`src/rtl/credit_rr_if.sv`:
```
// Handshake bundle between the upstream FIFO pop logic and credit_rr_arbiter.
// The master side drives requests and credit returns. The slave (arbiter) side drives grants and credit status.
interface credit_rr_if #(
  parameter int NREQ = 4,
  parameter int CWID = 3
);
  logic [NREQ-1:0] req;
  logic            credit_return;
  logic [NREQ-1:0] grant;
  logic            has_credits;
  logic [CWID-1:0] credits;
  logic            credit_err;

  modport master (
    output req, credit_return,
    input  grant, has_credits, credits, credit_err
  );

  modport slave (
    input  req, credit_return,
    output grant, has_credits, credits, credit_err
  );
endinterface

```
`src/rtl/credit_rr_arbiter.sv`:
```
// Round-robin pop arbiter that shares one downstream credit pool among NREQ FIFOs.
// Optional macro CREDIT_BYPASS_EN: a credit returned while stalled can be granted in that same cycle.
module credit_rr_arbiter #(
  parameter int NREQ        = 4,
  parameter int CREDITS_MAX = 4,
  parameter int CWID        = $clog2(CREDITS_MAX + 1)
) (
  input logic       clk,
  input logic       rst,
  credit_rr_if.slave bus
);
  localparam int PW = $clog2(NREQ);

  typedef enum logic {RUN, STALL} state_t;

  state_t          state;
  state_t          state_next;
  logic [CWID-1:0] credit_cnt;
  logic            err_q;
  logic [PW-1:0]   rr_ptr;
  logic [PW-1:0]   rr_next;
  logic [PW-1:0]   gidx;
  logic [PW:0]     scan;
  logic            found;
  logic            has_credits;
  logic            grant_en;
  logic [NREQ-1:0] grant_vec;
  logic            inc;
  logic            dec;

  // Scan from rr_ptr upward with wrap; the first set request wins.
  always_comb begin
    found = 1'b0;
    gidx  = '0;
    scan  = '0;
    for (int k = 0; k < NREQ; k++) begin
      scan = {1'b0, rr_ptr} + (PW+1)'(k);
      if (scan >= (PW+1)'(NREQ))
        scan = scan - (PW+1)'(NREQ);
      if (!found && bus.req[scan[PW-1:0]]) begin
        found = 1'b1;
        gidx  = scan[PW-1:0];
      end
    end
  end

`ifdef CREDIT_BYPASS_EN
  assign has_credits = (state == RUN) | bus.credit_return;
`else
  assign has_credits = (state == RUN);
`endif

  assign grant_en = found & has_credits & ~rst;
  assign dec      = grant_en;
  assign inc      = bus.credit_return;
  assign rr_next  = (gidx == PW'(NREQ - 1)) ? '0 : gidx + PW'(1);

  always_comb begin
    grant_vec = '0;
    if (grant_en)
      grant_vec[gidx] = 1'b1;
  end

  always_ff @(posedge clk) begin
    if (rst)
      state <= RUN;
    else
      state <= state_next;
  end

  // RUN mirrors a non-zero count; a bypassed grant in STALL nets to zero and stays stalled.
  always_comb begin
    state_next = state;
    unique case (state)
      RUN:   if (credit_cnt == CWID'(1) && dec && !inc) state_next = STALL;
      STALL: if (inc && !dec)                           state_next = RUN;
      default: state_next = RUN;
    endcase
  end

  always_ff @(posedge clk) begin
    if (rst) begin
      credit_cnt <= CWID'(CREDITS_MAX);
      err_q      <= 1'b0;
      rr_ptr     <= '0;
    end else begin
      if (grant_en)
        rr_ptr <= rr_next;
      unique case ({inc, dec})
        2'b01:   credit_cnt <= credit_cnt - CWID'(1);
        2'b10: begin
          if (credit_cnt == CWID'(CREDITS_MAX))
            err_q <= 1'b1;
          else
            credit_cnt <= credit_cnt + CWID'(1);
        end
        default: credit_cnt <= credit_cnt;
      endcase
    end
  end

  assign bus.grant       = grant_vec;
  assign bus.has_credits = has_credits;
  assign bus.credits     = credit_cnt;
  assign bus.credit_err  = err_q;
endmodule

```
`src/flat_wrapper.sv`:
```
// flat-port wrapper written by rule: the top's interface ports become plain ports
module credit_rr_arbiter_flat 
#(
  parameter int NREQ        = 4,
  parameter int CREDITS_MAX = 4,
  parameter int CWID        = $clog2(CREDITS_MAX + 1)
)
  (clk, rst, bus_req, bus_credit_return, bus_grant, bus_has_credits, bus_credits, bus_credit_err);
  credit_rr_if #(.NREQ(NREQ), .CWID(CWID)) bus_i ();
  input logic clk;
  input logic rst;
  input wire logic [$bits(bus_i.req)-1:0] bus_req;
  input wire logic [$bits(bus_i.credit_return)-1:0] bus_credit_return;
  output wire logic [$bits(bus_i.grant)-1:0] bus_grant;
  output wire logic [$bits(bus_i.has_credits)-1:0] bus_has_credits;
  output wire logic [$bits(bus_i.credits)-1:0] bus_credits;
  output wire logic [$bits(bus_i.credit_err)-1:0] bus_credit_err;
  assign bus_i.req = bus_req;
  assign bus_i.credit_return = bus_credit_return;
  assign bus_grant = bus_i.grant;
  assign bus_has_credits = bus_i.has_credits;
  assign bus_credits = bus_i.credits;
  assign bus_credit_err = bus_i.credit_err;
  credit_rr_arbiter #(.NREQ(NREQ), .CREDITS_MAX(CREDITS_MAX), .CWID(CWID)) u_core (.clk(clk), .rst(rst), .bus(bus_i));
endmodule
```
`config.mk`:
```
export PLATFORM = sky130hd
export DESIGN_NAME = credit_rr_arbiter_flat
export DESIGN_NICKNAME = d
export VERILOG_FILES = /design/src/rtl/credit_rr_if.sv /design/src/rtl/credit_rr_arbiter.sv /design/src/flat_wrapper.sv
export SDC_FILE = /design/constraint.sdc
export NUM_CORES = 1
export LEC_CHECK = 0
export CAP_MARGIN = 20
export CORE_AREA = 2 2 39 41
export DETAILED_ROUTE_END_ITERATION = 7
export DIE_AREA = 0 0 41 43
export GPL_TIMING_DRIVEN = 0
export PLACE_DENSITY = 0.74
export SYNTH_ARGS = -nofsm -noshare
export SYNTH_HDL_FRONTEND = slang
export SYNTH_SLANG_ARGS = --single-unit
```
`constraint.sdc`:
```
create_clock -name clk -period 6.85 [get_ports clk]
set_input_delay 2.055 -clock clk [delete_from_list [all_inputs] [get_ports clk]]
set_output_delay 2.055 -clock clk [all_outputs]
set_load 0.01 [all_outputs]
```
==> qor_table.md <==
| Stage | Item | Reported |
|:---|:---|:---|
| run status | Result of the run | complete, no violations |
| final layout | Fraction of final layout cells with drive strength greater than 1 | 0.0879 |
| clocking | Maximum clock insertion buffer count | 2 |
| critical path | Required @ worst endpoint | 4.80 ns |
| timing | Final-layout setup total negative slack | 0 ns |
| place | Dpl cell area | 749 um2 |
| floorplan | Row Count | 14 |
| timing | Final critical path time including I/O delays and setup | 6.34 ns |
| timing | Total count of max-transition violations in the final report | 0 |
| synthesis | Dominant cells by area after synthesis | sky130_fd_sc_hd__dfxtp_1 23%, sky130_fd_sc_hd__ha_1 17%, sky130_fd_sc_hd__a21oi_1 5.8%, sky130_fd_sc_hd__inv_1 5.6%, sky130_fd_sc_hd__nand2_1 4.4% |
| synthesis | Complex-gate fraction of the synthesized area | 0.180 |
| synthesis | Adder-cell share of the synthesized area | 0.167 |
| final layout | Final Non-Filler Cells | 107 |
| floorplan | Total I/O pin count | 16 |
| global routing | Number of antenna violations at the first check in global routing | 0 |
| synthesis | Nets in the synthesized netlist | 89 |
| clocking | CTS resizes | 0 |
| floorplan | Placeable Area | 1380 um2 |
| final layout | Filler instances | 136 |
| clocking | Clock Sinks | 7 |
| final layout | Antenna Diode Count | 0 |
| drt | DRT Pass-1 Iters | 4 |
| synthesis | Main combinational cell family by area after synthesis | simple AND/OR/NAND/NOR gates |
| drt | Vias per Instance | 5.30 |
| clocking | CTS tree | built |
| critical path | Worst Path Class, Setup | in2out |
| final layout | Area taken by flip-flops and latches | 140 um2 |
| synthesis | Multiplexer area fraction after synthesis | 0.0522 |
| global routing | Global Route Usage Sum | 0.168 |
| clocking | Root Buffer Master | sky130_fd_sc_hd__clkbuf_4 |
| final layout | Layout overhead on the synthesized area | 29.4% |
| synthesis | XOR/XNOR Fraction of Synth Area | 0.0146 |
| synthesis | Unique masters post-synth | 28 |
| floorplan | Starting Density | 0.433 |
| power | Power density of the placed cells | 269 nW/um2 |
| timing | Normalized max-slew margin | 0.634 |
| synthesis | Post-synth top area share | 0.234 |
| timing | Unrepaired setup endpoints after global routing | no |
| floorplan | Die extent in x | 41 um |
| final layout | Utilization of the core after routing | 0.561 |
| critical path | Maximum fanout along the worst path | 5 |
| place | Routability-driven placement congestion ratio | 0.733 |
| power | Overall power after layout | 0.209 mW |
| place | Placed cell count | 103 |
| place | Worst slack at placement | 0.447 ns |
| clocking | Post-CTS setup-driven buffer insertion count | 0 |
| timing | Worst clock skew on the final layout | 0.00232 ns |
| critical path | CP arrival | 4.28 ns |
| drt | Count of vias placed by the detailed router | 567 |
| final layout | Most common cell after layout, fill and taps aside | sky130_fd_sc_hd__clkdlybuf4s50_1 |
| drt | WL/cell | 11.4 um |
| min path | Hold crit path type | reg2reg |
| synthesis | Fraction of the mapped netlist area in simple logic gates | 0.242 |
| place | Number of input and output port buffers inserted | 13 |
| timing | Count of final hold-check violations | 0 |
| global routing | Remaining global-route overflow | 0 |
| run | Max-capacitance violation count | 0 |
| floorplan | Height of the die | 43 um |
| critical path | Nature of the critical path endpoint | output port |
| drt | DRT antenna net count | 0 |
| power | Cell leakage power | 0.341 nW |
| timing | Period utilisation layout | 0.925 |
| synthesis | Part of the Yosys area used for sequential elements | 0.234 |
| critical path | Type of origin of the critical path | primary input |
| final layout | Final standard cell area without fillers | 776 um2 |
| final layout | Commonest cells after routing, fill and taps aside | 13 x sky130_fd_sc_hd__clkdlybuf4s50_1, 9 x sky130_fd_sc_hd__inv_1, 8 x sky130_fd_sc_hd__ha_1 |
| drt | Remaining DRCs | 0 |
| timing | Slew @ Worst Pin | 0.545 ns |
| clocking | Num CTS Buffers | 3 |
| floorplan | Overall die area | 1760 um2 |
| synthesis | Synth Register Bits | 7 |
| synthesis | Post-synthesis instance area | 599 um2 |
| drt | Initial detailed-routing violation count | 3 |
| synthesis | Number of warning messages in the yosys log | 0 |
| clocking | H-tree depth reported by CTS | 1 |
| timing | Worst Setup Slack, final | 0.513 ns |
| global routing | Pin count of the biggest net entering global routing | 11 |
| clocking | # hold bufs at CTS | 0 |
| global routing | Via count of the first global-routing pass | 529 |
| global routing | Global-route wire length before repair | 2010 um |
| synthesis | Average footprint of a synthesized cell | 8.10 um2 |
| drt | Total Routed Length | 1220 um |
| timing | Final Hold Slack | 0.449 ns |
| power | Peak supply drop | 0.000122 V |
| final layout | Net count reported at finish | 107 |
| final layout | Area of combinational cells with multiple inputs | 393 um2 |
| timing | Highest Clock Rate | 158 MHz |
| timing | Final setup violation count | 0 |
| clocking | Clock latency of the later-clocked register in the worst-skew pair | 0.26 ns |
| clocking | Clock slew at the register clock pins of the worst setup and hold paths | 0.05 ns |
| place | HPWL after detailed placement | 934 um |
| synthesis | Post-Syn Instances | 74 |
| synthesis | Top cell type by total area after synthesis | sky130_fd_sc_hd__dfxtp_1 |
path summary, 6_finish.rpt:
path | cells after the start | slack, ns | from | end
hold / removal | 2 | 0.45 | u_core.bus.credit_err$_SDFFE_PP0P_ | u_core.bus.credit_err$_SDFFE_PP0P_
setup / recovery | 8 | 0.51 | bus_req[0] | bus_grant[2]
hold reg to reg | 2 | 0.45 | u_core.bus.credit_err$_SDFFE_PP0P_ | u_core.bus.credit_err$_SDFFE_PP0P_
setup reg to reg | 6 | 5.11 | u_core.rr_ptr[1]$_SDFFE_PP0P_ | u_core.rr_ptr[1]$_SDFFE_PP0P_
layout make-up:
class | instances | area share
flip-flops and latches | 7 | 0.181
multi-input cells | 54 | 0.506
repair buffers | 13 | 0.168
plain buffers | 4 | 0.0419
inverters | 9 | 0.0435
well taps | 16 | 0.0258
clock buffers | 4 | 0.0339
critical path: stages:
cell and delay (ns):
sky130_fd_sc_hd__clkdlybuf4s50_1 0.51, sky130_fd_sc_hd__mux2i_1 0.18, sky130_fd_sc_hd__nor2_1 0.08, sky130_fd_sc_hd__nor4_1 0.51
sky130_fd_sc_hd__inv_1 0.14, sky130_fd_sc_hd__ha_1 0.22, sky130_fd_sc_hd__and2_1 0.13, sky130_fd_sc_hd__clkdlybuf4s50_1 0.47
power breakdown:
part / internal (mW) / switching (mW) / leakage (nW)
clock: 0.0224 / 0.0176 / 0.0150
sequential: 0.0514 / 0.0119 / 0.0579
combinational: 0.0541 / 0.0514 / 0.268
total: 0.128 / 0.0809 / 0.341
layer usage:
layer / GRT usage / routed length, um / vias up
met4: 0.100 / 19 / 0
met2: 0.297 / 620 / 17
li1: - / - / 289
met3: 0.0314 / 66 / 2
met5: 0 / 0 / -
met1: 0.166 / 515 / 259
state kept, by name, summed over array words and instances, names as in the netlist:
signal and cells:
u_core.bus.credits 3, u_core.rr_ptr 2, u_core.bus.credit_err 1, u_core.state 1
logic make-up (layout without fill, tap and decap cells):
kind of cell	Yosys count	after routing
AOI/OAI and AO/OA	16	16
muxes	3	3
DFF	7	7
adders and majority gates	8	8
xor gates and xnor gates	1	1
and+or+nand+nor	26	26
buffers and inverters	13	30
Yosys cell counts:
library cell and count:
sky130_fd_sc_hd__mux2_1 1, sky130_fd_sc_hd__nand4_1 1, sky130_fd_sc_hd__nor2b_1 1, sky130_fd_sc_hd__buf_2 2, sky130_fd_sc_hd__buf_6 2, sky130_fd_sc_hd__a21oi_1 7
sky130_fd_sc_hd__o311a_1 1, sky130_fd_sc_hd__xnor2_1 1, sky130_fd_sc_hd__ha_1 8, sky130_fd_sc_hd__o211ai_1 1, sky130_fd_sc_hd__nor4_4 1, sky130_fd_sc_hd__dfxtp_1 7
sky130_fd_sc_hd__o22a_1 1, sky130_fd_sc_hd__inv_1 9, sky130_fd_sc_hd__mux2i_1 2, sky130_fd_sc_hd__nand3_1 1, sky130_fd_sc_hd__nor4_1 1, sky130_fd_sc_hd__o311ai_0 1
sky130_fd_sc_hd__nand2_1 7, sky130_fd_sc_hd__and2_1 4, sky130_fd_sc_hd__a31oi_1 1, sky130_fd_sc_hd__o41ai_1 1, sky130_fd_sc_hd__nor2_1 4, sky130_fd_sc_hd__o21a_1 1
sky130_fd_sc_hd__nor3_1 3, sky130_fd_sc_hd__or3_1 1, sky130_fd_sc_hd__o31ai_1 2, sky130_fd_sc_hd__nand2b_1 2
Power figures use the tool's default switching activity.
